--- src/rtl/ttt_move_ctrl.sv ---
// Tic-tac-toe game-flow controller: debounces keypad codes into single press
// events, runs MAIN/PLAY/CHECK/OVER, and owns the 18-bit board seen by the display.
module ttt_move_ctrl #(
    parameter int unsigned DEB_CYCLES = 1000
) (
    input  logic        clk,
    input  logic        rst,
    input  logic [3:0]  key_data,
    output logic [17:0] board,
    output logic        is_main,
    output logic        turn_o,
    output logic        game_over,
    output logic [1:0]  winner,
    output logic [3:0]  move_cnt,
    output logic        illegal
);

    localparam logic [15:0] DEB_LAST = 16'(DEB_CYCLES - 1);

    localparam logic [1:0] S_MAIN  = 2'd0;
    localparam logic [1:0] S_PLAY  = 2'd1;
    localparam logic [1:0] S_CHECK = 2'd2;
    localparam logic [1:0] S_OVER  = 2'd3;

    localparam logic [3:0] K_STAR = 4'd10;
    localparam logic [3:0] K_HASH = 4'd12;

    localparam logic [1:0] MARK_X = 2'b01;
    localparam logic [1:0] MARK_O = 2'b10;

    logic [3:0]  key_clean;
    logic [3:0]  k_prev_q;
    logic [15:0] cnt_q, cnt_d;
    logic        pe;

    logic [1:0]  state_q, state_d;
    logic [17:0] board_q, board_d;
    logic        turn_q, turn_d;
    logic [1:0]  winner_q, winner_d;
    logic [3:0]  move_cnt_q, move_cnt_d;
    logic        illegal_q, illegal_d;

    logic [8:0]  x_cell, o_cell, occ, sel;
    logic        is_cell, cell_occ, x_line, o_line;

    // Codes 13..15 are never driven by the scanner; fold them onto "no key".
    assign key_clean = (key_data > 4'd12) ? 4'd0 : key_data;

    always_comb begin
        cnt_d = cnt_q;
        if (key_clean != k_prev_q)
            cnt_d = 16'd0;
        else if (cnt_q != 16'hFFFF)
            cnt_d = cnt_q + 16'd1;
    end

    // Saturating count crosses DEB_LAST once per stable code, so a held key fires once.
    assign pe = (cnt_q == DEB_LAST) && (k_prev_q != 4'd0);

    genvar gi;
    generate
        for (gi = 0; gi < 9; gi++) begin : g_cell
            assign x_cell[gi] = (board_q[2*gi +: 2] == MARK_X);
            assign o_cell[gi] = (board_q[2*gi +: 2] == MARK_O);
            assign occ[gi]    = (board_q[2*gi +: 2] != 2'b00);
            assign sel[gi]    = (k_prev_q == 4'(gi + 1));
        end
    endgenerate

    assign is_cell  = |sel;
    assign cell_occ = |(sel & occ);

    function automatic logic any_line(input logic [8:0] c);
        return (c[0] & c[1] & c[2]) | (c[3] & c[4] & c[5]) | (c[6] & c[7] & c[8]) |
               (c[0] & c[3] & c[6]) | (c[1] & c[4] & c[7]) | (c[2] & c[5] & c[8]) |
               (c[0] & c[4] & c[8]) | (c[2] & c[4] & c[6]);
    endfunction

    assign x_line = any_line(x_cell);
    assign o_line = any_line(o_cell);

    always_comb begin
        state_d    = state_q;
        board_d    = board_q;
        turn_d     = turn_q;
        winner_d   = winner_q;
        move_cnt_d = move_cnt_q;
        illegal_d  = 1'b0;
        case (state_q)
            S_MAIN: begin
                if (pe && k_prev_q == K_HASH) begin
                    state_d    = S_PLAY;
                    board_d    = '0;
                    turn_d     = 1'b0;
                    winner_d   = 2'b00;
                    move_cnt_d = 4'd0;
                end
            end
            S_PLAY: begin
                if (pe && is_cell) begin
                    if (cell_occ) begin
                        illegal_d = 1'b1;
                    end else begin
                        for (int i = 0; i < 9; i++) begin
                            if (sel[i])
                                board_d[2*i +: 2] = turn_q ? MARK_O : MARK_X;
                        end
                        move_cnt_d = move_cnt_q + 4'd1;
                        turn_d     = ~turn_q;
                        state_d    = S_CHECK;
                    end
                end else if (pe && k_prev_q == K_STAR) begin
                    state_d    = S_MAIN;
                    board_d    = '0;
                    turn_d     = 1'b0;
                    move_cnt_d = 4'd0;
                end
            end
            S_CHECK: begin
                // Only the player who just moved can have completed a line.
                if (x_line) begin
                    winner_d = MARK_X;
                    state_d  = S_OVER;
                end else if (o_line) begin
                    winner_d = MARK_O;
                    state_d  = S_OVER;
                end else if (move_cnt_q == 4'd9) begin
                    winner_d = 2'b11;
                    state_d  = S_OVER;
                end else begin
                    state_d = S_PLAY;
                end
            end
            default: begin
                if (pe && (k_prev_q == K_HASH || k_prev_q == K_STAR)) begin
                    state_d    = (k_prev_q == K_HASH) ? S_PLAY : S_MAIN;
                    board_d    = '0;
                    turn_d     = 1'b0;
                    winner_d   = 2'b00;
                    move_cnt_d = 4'd0;
                end
            end
        endcase
    end

    always_ff @(posedge clk or posedge rst) begin
        if (rst) begin
            k_prev_q   <= 4'd0;
            cnt_q      <= 16'd0;
            state_q    <= S_MAIN;
            board_q    <= '0;
            turn_q     <= 1'b0;
            winner_q   <= 2'b00;
            move_cnt_q <= 4'd0;
            illegal_q  <= 1'b0;
        end else begin
            k_prev_q   <= key_clean;
            cnt_q      <= cnt_d;
            state_q    <= state_d;
            board_q    <= board_d;
            turn_q     <= turn_d;
            winner_q   <= winner_d;
            move_cnt_q <= move_cnt_d;
            illegal_q  <= illegal_d;
        end
    end

    assign board     = board_q;
    assign is_main   = (state_q == S_MAIN);
    assign game_over = (state_q == S_OVER);
    assign turn_o    = turn_q;
    assign winner    = winner_q;
    assign move_cnt  = move_cnt_q;
    assign illegal   = illegal_q;

endmodule
--- config.mk ---
export PLATFORM = sky130hd
export DESIGN_NAME = ttt_move_ctrl
export DESIGN_NICKNAME = d
export VERILOG_FILES = /design/src/rtl/ttt_move_ctrl.sv
export SDC_FILE = /design/constraint.sdc
export NUM_CORES = 1
export LEC_CHECK = 0
export ABC_AREA = 1
export CORE_MARGIN = 1.5
export CORE_UTILIZATION = 57
export CTS_BUF_LIST = sky130_fd_sc_hd__clkbuf_8
export DETAILED_ROUTE_END_ITERATION = 12
export DONT_BUFFER_PORTS = 1
export HOLD_SLACK_MARGIN = 0.12
export PLACE_DENSITY = 0.72
export SLEW_MARGIN = 10
export SYNTH_ARGS = -nofsm -noshare
export SYNTH_HDL_FRONTEND = slang
export SYNTH_SLANG_ARGS = --single-unit
export TNS_END_PERCENT = 20
--- constraint.sdc ---
create_clock -name clk -period 3.49 [get_ports clk]
set_input_delay 0.1745 -clock clk [delete_from_list [all_inputs] [get_ports clk]]
set_output_delay 0.1745 -clock clk [all_outputs]
set_load 0.005 [all_outputs]
# Word-level counts from Yosys, hierarchy flattened
# Cells that the tools add are included.
# op_classes
div	0
reduce_logical	35
n_mux	50
eq_ne	49
n_lt_le_gt_ge	1
shifts	0
bitwise_logic	50
mul	0
n_addsub	2
# op_table
cell	count
2-to-1 mux 18 bit	5
case mux 18 bit (3 select lines)	1
AND reduction 6 bit	9
2-to-1 mux 2 bit	23
inequality test 3 bit, second input constant	11
bitwise AND 1 bit	32
2-to-1 mux 16 bit	2
2-to-1 mux 4 bit	6
equality test 2 bit, second input constant	11
equality test 2 x 1 -> 1 bit, second input constant	10
equality test 4 bit, second input constant	5
nonzero test 2 bit	10
OR reduction 9 bit	2
adder 16 x 1 -> 16 bit, second input constant	1
equality test 16 x 10 -> 1 bit, second input constant	1
equality test 4 x 3 -> 1 bit, second input constant	4
inequality test 16 bit, second input constant	1
OR 1 bit	14
case mux 2 bit (3 select lines)	2
case mux 4 bit (3 select lines)	1
bitwise AND 9 bit	1
2-to-1 mux 1 bit	9
equality test 4 x 2 -> 1 bit, second input constant	2
AND reduction 4 bit	2
other kinds (14)	22
# totals
latch_bits	0
mem_bits_rw	0
regBits	48
romBits	0
memories	0
output_inout_bits	28

# Logic depth before layout (Yosys ltp)
# Gate-level depths: netlist of run 1.
# depth
depth_word	13
depth_mapped	14
mapped_depth_nobuf	13

# Worst setup path before layout of run 1
# OpenSTA, ideal clock, no wires.
# synth_path
kind	register to register
from	register cnt_q[0]
to	register move_cnt_q[0], in the netlist move_cnt[0]
t_required_ns	3.373
path_buffers	1
setup_slack_ns	1.713
setup_time_ns	0.117
path_stages_with_launch	14
arrival_ns	1.660
cell_sequence	dfrtp_1 -> ha_1 -> inv_1 -> nor3_1 -> nand2_1 -> nor2_1 -> nand3_1 -> nor2_4 -> nand2_1 -> nand2_1 -> nor2_1 -> buf_4 -> nor2_1 -> nor2_1
# synth_between
elab_chain_cells	5
# synth_lines
item	line_no	source
from (decl)	33	logic [15:0] cnt_q, cnt_d;
from (signal assigned)	158	cnt_q <= cnt_d;
equality test 16 x 10 -> 1 bit (*)	58	assign pe = (cnt_q == DEB_LAST) && (k_prev_q != 4'd0);
logical AND 1 bit (*)	58	
logical AND 1 bit (on tied branches)	n/a	
inequality test 3 bit (no line) (tied with other cells)	n/a	
AND reduction 5 bit (no line) / case mux 4 bit (3 select lines) (equally long branches)	n/a	
to (signal assigned)	163	move_cnt_q <= move_cnt_d;
to (decl)	40	logic [3:0] move_cnt_q, move_cnt_d;
# Every way passes the cells marked *; elsewhere a longest branch is shown, timed or not.
# A chain may end at the register's enable or synchronous reset.

# Worst setup path after layout of run 1
# Ends and elaborated chain as after synthesis.

==> impl_metrics.tcl, run 1 <==
set metrics [dict create \
    status "completed" \
    core_area_um2 5470 \
    period_share_pct 60.5 \
    multiInputGateArea_um2 1760 \
    fin_nets 516 \
    insertedDiodeCount 0 \
    ys_seq_area_share_pct 37.3 \
    finalNonFillerCells 576 \
    cts_htree_levels 2 \
    maxSlewHeadroom_pct 35.6 \
    vias 3131 \
    drcViolationCount 0 \
    final-seq-area_um2 1200 \
    grt_pass1_vias 3087 \
    die_w_um 78.1 \
    crit_fanout 8 \
    yosysWarnings 0 \
    grt-ovfl-total 0 \
    maxSlewViolCount 0 \
    synthXorXnorAreaFrac_pct 2.99 \
    clk_path_buf_depth 2 \
    ir_drop_v 0.000217 \
    grt_max_degree 49 \
    synthMuxAreaShare_pct 0 \
    clock-sinks 48 \
    routed_via_density 5.44 \
    globalRouteTotalUtil_pct 28.1 \
    die_y_um 78.1 \
    n_fill_cell 536 \
    critPathArrivalTime_ps 2310 \
    cts_root_buffer "clkbuf_8" \
    powerDensity_nw_per_um2 297 \
    crit_path_end_kind "register" \
    drive_gt1_share_pct 3.97 \
    fmax_mhz 474 \
    setup_viol_count_final 0 \
    cts_buffers 5 \
    initialDrtViolationCount 195 \
    synth_fa_ha_area_share_pct 2.72 \
    synth_area_per_cell_um2 6.50 \
    synth.distinct_cells 26 \
    cts.repair.resized 0 \
    areaGrowthSynthToFinish_pct 6.96 \
    place_congestion 0.858 \
    path_clk_slew_ps 90 \
    required_ps 3690 \
    tightest_slew_ps 965 \
    postLayoutCoreUtil_pct 62.9 \
    worstSetupStartpointType "register" \
    postCtsSetupBuffers 0 \
    dp_cells 563 \
    wl_per_cell_um 13.7 \
    hold_class "primary input to register" \
    synth_compound_area_share_pct 6.42 \
    drv_cap 0 \
    crit_type "register to register" \
    yosys.area_share.simple_pct 42.4 \
    io_buffers 0 \
    routed_wl_mm 7.88 \
    antenna_left 0 \
    synth_seq_cells 48 \
    hold_viol 0 \
    cts_tree "yes" \
    fin_crit_ps 2110 \
    leakagePower_nw 1.75 \
    io_pins 34 \
    rows 27 \
    syn_area_um2 3220 \
    synth_top_family_by_area "simple AND/OR/NAND/NOR gates" \
    synth_nets 508 \
    grt_pass1_wl_mm 13.8 \
    die_area_um2 6100 \
    drtPass1Iterations 4 \
    antenna_found_initial 0 \
    synthesis.instances 495 \
    initial_utilization_pct 58.8 \
    rsz0062_at_grt "no" \
    worstSkewPairLatency_ps 300 \
    fin_skew_ps 7.83 \
    cts_hold_buffers 5 \
    fin_setup_tns_ps 0 \
    hpwl_mm 6.09 \
]
==> routing by layer <==
layer | track usage, % | up-vias | share of wire (%)
li1 | - | 1579 | -
met1 | 37.5 | 1437 | 45
met2 | 47.7 | 100 | 48
met3 | 3.49 | 15 | 5.1
met4 | 8.57 | 0 | 1.5
met5 | 0 | - | 0
==> state kept, by name (all words and copies together) (netlist names) <==
signal	count
turn_o	1
winner	2
cnt_q	16
k_prev_q	4
board	18
move_cnt	4
illegal	1
state_q	2
==> final timing paths <==
kind	slack [ps]	depth (start not counted)	endpoint	startpoint
min in group asynchronous	540	2	board[2]	rst
hold / removal	160	3	k_prev_q[0]	key_data[3]
setup reg to reg	1380	12	move_cnt[0]	cnt_q[0]
max in group asynchronous	2340	2	cnt_q[4]	rst
setup / recovery	1380	12	move_cnt[0]	cnt_q[0]
hold reg to reg	520	2	winner[1]	winner[1]
==> Yosys cell counts <==
library cell,n,share of area (%)
nor2_1,83,9.7
o211ai_1,1,0.23
nand4_1,6,1.2
nand2_2,1,0.19
inv_2,2,0.23
clkbuf_2,1,0.16
xor2_1,11,3.0
dfrtp_1,48,37
a211oi_1,4,0.93
buf_4,3,0.70
o21ai_0,21,3.3
a31o_2,1,0.27
inv_1,59,6.9
nor4_1,2,0.39
and3_1,1,0.19
clkbuf_1,1,0.12
nor2_2,4,0.78
nor2_4,2,0.70
nor3_1,7,1.1
nand3b_1,3,0.70
a21oi_1,7,1.1
ha_1,7,2.7
nand2_1,160,19
nand3_2,1,0.31
o21ai_1,4,0.62
nand3_1,55,8.6
==> critical path: stages, from the launching register on <==
cell	delay, ps
dfrtp_1	390
ha_1	200
nand2_1	90
inv_1	60
nand4_1	100
nor2_2	230
nand2_1	130
nand2_1	120
nand2_1	100
nor2_4	250
nand2_1	160
nor2_1	120
nor2_1	50
==> cells by family after synthesis <==
| family | count (synthesis) |
|---|---|
| buffers and inverters | 66 |
| adders and majority gates | 7 |
| AOI/OAI and AO/OA | 38 |
| xor gates and xnor gates | 11 |
| DFF | 48 |
| and+or+nand+nor | 325 |
==> final cells by class <==
class | count | share of cell area, %
multi-input cells | 381 | 51.0
flip-flops and latches | 48 | 34.9
inverters | 61 | 6.65
well taps | 72 | 2.62
clock buffers | 5 | 2.00
repair buffers | 6 | 1.67
clock inverters | 3 | 1.13
==> cells in the final DEF (no fill, tap or decap), types with 7 or more instances in the layout <==
| cell | Yosys | routed |
|---|---|---|
| ha_1 | 7 | 7 |
| a21oi_1 | 7 | 7 |
| nor2_1 | 83 | 83 |
| nand2_1 | 160 | 160 |
| xor2_1 | 11 | 11 |
| o21ai_0 | 21 | 21 |
| nand3_1 | 55 | 55 |
| inv_1 | 59 | 59 |
| nor3_1 | 7 | 7 |
| dfrtp_1 | 48 | 48 |
==> through the flow <==
| stage | cell area [µm²] | hold WS [ps] | setup slack [ps] | total power, mW |
|---|---|---|---|---|
| after floorplan | 3220 | 313 | 1710 | 0.619 |
| after detailed placement | 3280 | 325 | 1430 | 0.632 |
| after global placement | 3280 | 328 | 1470 | 0.631 |
| after global routing | 3440 | 225 | 1050 | 1.07 |
| after CTS | 3440 | 168 | 1400 | 1.03 |
| final | 3440 | 164 | 1380 | 1.02 |
==> power breakdown <==
part	leakage (nW)	switching [mW]	internal, mW
sequential	0.663	0.00704	0.560
combinational	1.03	0.0422	0.0161
clock	0.0593	0.188	0.210
total	1.75	0.237	0.786
(Power assumes the default switching activity.)
==> run 2: changes to the inputs <==
--- a/config.mk
+++ b/config.mk
@@ -5,7 +5,7 @@
 export SDC_FILE = /design/constraint.sdc
 export NUM_CORES = 1
 export LEC_CHECK = 0
-export ABC_AREA = 1
+export ABC_AREA = 0
 export CORE_MARGIN = 1.5
 export CORE_UTILIZATION = 57
 export CTS_BUF_LIST = sky130_fd_sc_hd__clkbuf_8
==> constraint.sdc (replaced) <==
create_clock -name clk -period 2.2 [get_ports clk]
set_input_delay 0.11 -clock clk [delete_from_list [all_inputs] [get_ports clk]]
set_output_delay 0.11 -clock clk [all_outputs]
set_load 0.005 [all_outputs]
==> impl_metrics.tcl, run 2 <==
set metrics [dict create \
    status "finished with violations" \
    initial_utilization_pct 59.7 \
    die_area_um2 5830 \
    setup_viol_count_final 27 \
    design_area_um2 3920 \
    ir_drop_v 0.000376 \
    initialDrtViolationCount 226 \
    maxSlewViolCount 0 \
    routed_via_density 6.05 \
    synth_seq_cells 48 \
    worst_slack_ps -469 \
    drive_gt1_share_pct 28.4 \
    die_y_um 76.4 \
    hpwl_mm 5.54 \
    cts_buffers 5 \
    violations "setup timing" \
    io_pins 34 \
    leakagePower_nw 1.59 \
    fmax_mhz 375 \
    core_area_um2 5140 \
    drcViolationCount 0 \
    dp_slack_ps -560 \
    syn_area_um2 3070 \
    final_common_cell "buf_4" \
    path_clk_slew_ps 90 \
    insertedDiodeCount 0 \
    postCtsSetupBuffers 0 \
    worstSkewPairLatency_ps 300 \
    ff2ff_setup_slack_ps -470 \
    place_congestion 0.849 \
    synth_area_per_cell_um2 8.87 \
    synth.distinct_cells 56 \
    largest_register_ffs 18 \
    crit_family "simple AND/OR/NAND/NOR gates" \
    synth_edf_count 0 \
    synth_top_cell_area_share_pct 39.1 \
    async_reset_ff_share_pct 100 \
    antenna_found_initial 0 \
    synth_most_common_cell "dfrtp_1" \
    powerDensity_nw_per_um2 431 \
    clk_path_buf_depth 2 \
    mostFrequentLayoutCells "68 x buf_4, 48 x dfrtp_1, 39 x nor2_1" \
    cts_root_buffer "clkbuf_8" \
    hold_viol 0 \
    globalRouteTotalUtil_pct 27.7 \
    synth_largest_area_cell "dfrtp_1" \
    rows 26 \
    antenna_left 0 \
    io_buffers 0 \
    hold_class "primary input to register" \
    cp_cell_sequence "or4_4 -> or4_4 -> o31ai_2 -> or3b_4 -> mux2_4" \
    synth.top_cells.by_count "48 x dfrtp_1, 41 x o21ai_0, 39 x nor2_1, 15 x nand2_1" \
    drtPass1Iterations 5 \
    crit_fanout 5 \
    grt_max_degree 49 \
    path_buf_inv 0 \
    cp_common_cell "or4_4" \
    grt-ovfl-total 0 \
    synth_nets 359 \
    worstSetupStartpointType "register" \
    synthesis.instances 346 \
    wl_per_cell_um 15.8 \
    fin_crit_ps 2670 \
    maxSlewHeadroom_pct 56.5 \
    routed_wl_mm 7.70 \
    tightest_slew_ps 648 \
    ys_seq_area_share_pct 39.1 \
    critPathArrivalTime_ps 2870 \
    crit_path_end_kind "register" \
    crit_type "register to register" \
    critical_path.max_stage_delay_ps 590 \
    placed_area_um2 3630 \
    period_share_pct 121 \
    required_ps 2400 \
    drv_cap 0 \
    clock-sinks 48 \
    ys.flop_type "dfrtp_1" \
    cts_tree "yes" \
    rsz0062_at_grt "yes" \
    grt_pass1_wl_mm 13.2 \
    cp_slowest_cell "or4_4" \
    areaGrowthSynthToFinish_pct 27.6 \
    yosysWarnings 0 \
    cts_htree_levels 2 \
    ys_top_cells_by_area "dfrtp_1 39%, o21ai_0 6.7%, nor2_1 4.8%" \
    die_w_um 76.4 \
    fin_nets 428 \
    vias 2938 \
    grt_pass1_vias 2840 \
    fin_skew_ps 9.46 \
]
[run 2: cell types whose count changed in the layout (fill, tap and decap cells not counted), sizes merged, moves of 6 or more]
cell     delta
buf        +70
inv        -49
nand2     -145
nand2b      +7
nand3      -48
nor2       -50
nor2b      +10
nor3        +6
nor4bb      +8
o2111ai    +10
o21ai      +27
or4         +8
xnor2       +6
[run 2: kinds of logic after synthesis]
kind of cell	count (synthesis)	synth area share (%)
compound gates	98	20.7
xor+xnor	17	4.85
fa+ha+maj	7	2.85
buf+inv	29	3.67
flops	48	39.1
mux	5	2.04
simple gates	142	26.7
[run 2: cell type report]
type	instances	area (µm²)
repair buffers	78	614
clock buffers	5	68.8
inverters	13	48.8
fillers	401	1220
flip-flops and latches	48	1200
clock inverters	3	42.5
well taps	70	87.6
multi-input cells	269	1850
[run 2: worst register-to-register path: cells and delay by family (launching register included)]
family             cells  cell delay [ps]
DFF                    1              390
and+or+nand+nor        3             1600
muxes                  1              320
AOI/OAI and AO/OA      1              270
[run 2: worst paths after layout]
| check | endpoint | cells past startpoint | start |
|---|---|---|---|
| max in group asynchronous | board[1] | 3 | rst |
| min in group asynchronous | k_prev_q[3] | 3 | rst |
| worst max register to register | move_cnt[0] | 5 | cnt_q[3] |
| worst min register to register | winner[1] | 1 | winner[1] |
| worst max-delay path | move_cnt[0] | 5 | cnt_q[3] |
| worst min-delay path | cnt_q[12] | 2 | key_data[2] |
[run 2: repair_timing]
item / CTS / global route
pin swaps: 4 / 2
setup endpoints to repair: 31 / 36
resized for setup: 23 / 22
endpoints found under the hold margin: 52 / 0
hold buffers: 7 / 0
[run 2: where the power goes]
part	switching (mW)	leakage [nW]	total, mW	internal, mW
clock	0.299	0.0541	0.636	0.336
sequential	0.0112	0.664	0.899	0.888
combinational	0.0798	0.869	0.152	0.0722
total	0.390	1.59	1.69	1.30
[run 2: routing by layer]
layer,GRT usage (%),routed length (µm)
met3,3.95,332
met4,9.07,179
met1,36.0,3330
met5,0,0
met2,47.5,3860
[run 2: stage by stage]
step	utilization, %	total power [mW]	hold WS, ps	std cells	TNS, ps
2_1_floorplan	-	0.999	212	346	-9640
3_3_place_gp	70.5	1.05	184	471	-10330
3_5_place_dp	70.5	1.06	188	471	-11570
4_1_cts	75.2	1.70	369	486	-10000
5_1_grt	76.2	1.76	415	486	-12430
6_report	76.2	1.69	342	486	-9890
==> run 3: changes to the inputs <==
--- a/config.mk
+++ b/config.mk
@@ -6,6 +6,7 @@
 export NUM_CORES = 1
 export LEC_CHECK = 0
 export ABC_AREA = 0
+export CORE_ASPECT_RATIO = 1.1
 export CORE_MARGIN = 1.5
 export CORE_UTILIZATION = 57
 export CTS_BUF_LIST = sky130_fd_sc_hd__clkbuf_8
==> impl_metrics.tcl, run 3 (synthesized netlist as in run 2, its figures left out) <==
set metrics [dict create \
    status "finished with violations" \
    violations "setup timing" \
    grt_pass1_wl_mm 14.0 \
    crit_type "register to register" \
    globalRouteTotalUtil_pct 30.9 \
    dp_cells 481 \
    rsz0062_at_grt "yes" \
    required_ps 2400 \
    grt_max_degree 25 \
    drcViolationCount 0 \
    path_clk_slew_ps 90 \
    p_seq_share_pct 50.9 \
    cts_tree "yes" \
    clkPwrFrac_pct 39.7 \
    insertedDiodeCount 0 \
    wl_per_cell_um 18.0 \
    reg2reg_depth 6 \
    hpwl_mm 6.05 \
    antenna_found_initial 0 \
    routed_via_density 6.32 \
    cp_cell_sequence "or4_4 -> or4_4 -> o21ai_4 -> nand2_2 -> or3b_4 -> mux2_4" \
    powerDensity_nw_per_um2 433 \
    cp_slowest_cell "or4_4" \
    p_int_mw 1.37 \
    fmax_mhz 368 \
    initial_utilization_pct 60.2 \
    min_from "key_data[2]" \
    drive_gt1_share_pct 31.0 \
    io_buffers 0 \
    mostFrequentLayoutCells "76 x buf_4, 48 x dfrtp_1, 39 x nor2_1" \
    place_congestion 0.826 \
    leakagePower_nw 1.67 \
    grt-ovfl-total 0 \
    p_sw_share_pct 22.6 \
    maxSlewViolCount 0 \
    crit_start "cnt_q[13]" \
    crit_path_end_kind "register" \
    antenna_left 0 \
    hold_depth 2 \
    fin_crit_ps 2720 \
    final_common_cell "buf_4" \
    io_pins 34 \
    crit_cells 6 \
    areaGrowthSynthToFinish_pct 32.9 \
    hold_class "primary input to register" \
    die_y_um 80.0 \
    drtPass1Iterations 5 \
    initialDrtViolationCount 275 \
    critPathArrivalTime_ps 2910 \
    finalNonFillerCells 498 \
    cts_htree_levels 2 \
    clock-sinks 48 \
    hold_path_end "cnt_q[15]" \
    vias 3146 \
    largest_register_ffs 18 \
    fin_setup_tns_ps -11660 \
    ir_drop_v 0.000280 \
    die_w_um 73.0 \
    crit_fanout 5 \
    die_area_um2 5830 \
    clk_path_buf_depth 2 \
    fin_nets 438 \
    cts_buffers 5 \
    hold_viol 0 \
    tightest_slew_ps 660 \
    combPwrFrac_pct 9.4 \
    r2r-end "move_cnt[1]" \
    grt_pass1_vias 3016 \
    setup_viol_count_final 27 \
    worstSkewPairLatency_ps 300 \
    ff2ff_setup_slack_ps -520 \
    p_switching_uw 401 \
    worst_slack_ps -517 \
    cts_root_buffer "clkbuf_8" \
    critical_path.max_stage_delay_ps 600 \
    maxSlewHeadroom_pct 55.5 \
    drv_cap 0 \
    crit_family "simple AND/OR/NAND/NOR gates" \
    r2r_start "cnt_q[13]" \
    fin_skew_ps 5.09 \
    cp_common_cell "or4_4" \
    core_area_um2 5100 \
    period_share_pct 124 \
    rows 27 \
    routed_wl_mm 8.95 \
    path_buf_inv 0 \
    postLayoutCoreUtil_pct 80.0 \
    worstSetupStartpointType "register" \
]
[run 3: changes by cell type in the layout (fill, tap and decap cells not counted), sizes merged]
| cell | change |
|---|---|
| buf | +9 |
| clkbuf | +3 |
| clkinv | -1 |
| clkinvlp | -1 |
[run 3: worst max path at each step]
stage and endpoint:
4_1_cts move_cnt[1], 5_1_grt move_cnt[1], 2_1_floorplan move_cnt[0], 6_report move_cnt[1], 3_3_place_gp move_cnt[1], 3_5_place_dp move_cnt[1]
[run 3: layout make-up]
type / instances / area [µm²]
Multi-Input combinational cell: 269 / 1890
Sequential cell: 48 / 1200
Fill cell: 354 / 1020
Timing Repair Buffer: 88 / 723
Clock buffer: 7 / 96.3
Tap cell: 72 / 90.1
Inverter: 13 / 48.8
Clock inverter: 1 / 30.0
[run 3: worst register-to-register path: stages, from the launching register on]
cell and delay (ps):
dfrtp_1 380, or4_4 530, or4_4 600, o21ai_4 240, nand2_2 110, or3b_4 430
mux2_4 320
[run 3: timing repair]
item | 4_1_cts | 5_1_grt
pin swaps | 3 | 3
hold buffers | 7 | 0
buffers inserted | 1 | 0
resized for setup | 29 | 25
hold endpoints to repair | 26 | 0
cloned | 0 | 1
setup endpoints to repair | 27 | 33
[run 3: power by group through the flow]
stage | Clock [mW] | Sequential (mW) | Combinational, mW
after detailed placement | 0 | 0.918 | 0.147
final | 0.702 | 0.900 | 0.166
after global placement | 0 | 0.917 | 0.142
after floorplan | 0 | 0.909 | 0.0906
after global routing | 0.735 | 0.903 | 0.182
after CTS | 0.699 | 0.900 | 0.162
[run 3: metrics by stage]
step | total power, mW | instance area, µm² | hold slack (ps) | worst slack, ps
finish | 1.77 | 4080 | 205 | -517
global placement | 1.06 | 3700 | 55.3 | -507
global route | 1.82 | 4080 | 229 | -550
floorplan | 0.999 | 3080 | 212 | -531
CTS | 1.76 | 3970 | 316 | -457
detailed placement | 1.07 | 3700 | 66.0 | -559
[run 3: layer usage]
metal / routed length [µm] / vias to the layer above / GRT usage [%]
met5: 0 / - / 0
met4: 312 / 0 / 14.9
met3: 445 / 37 / 4.67
met2: 4640 / 136 / 54.4
met1: 3550 / 1527 / 36.2
li1: - / 1446 / -
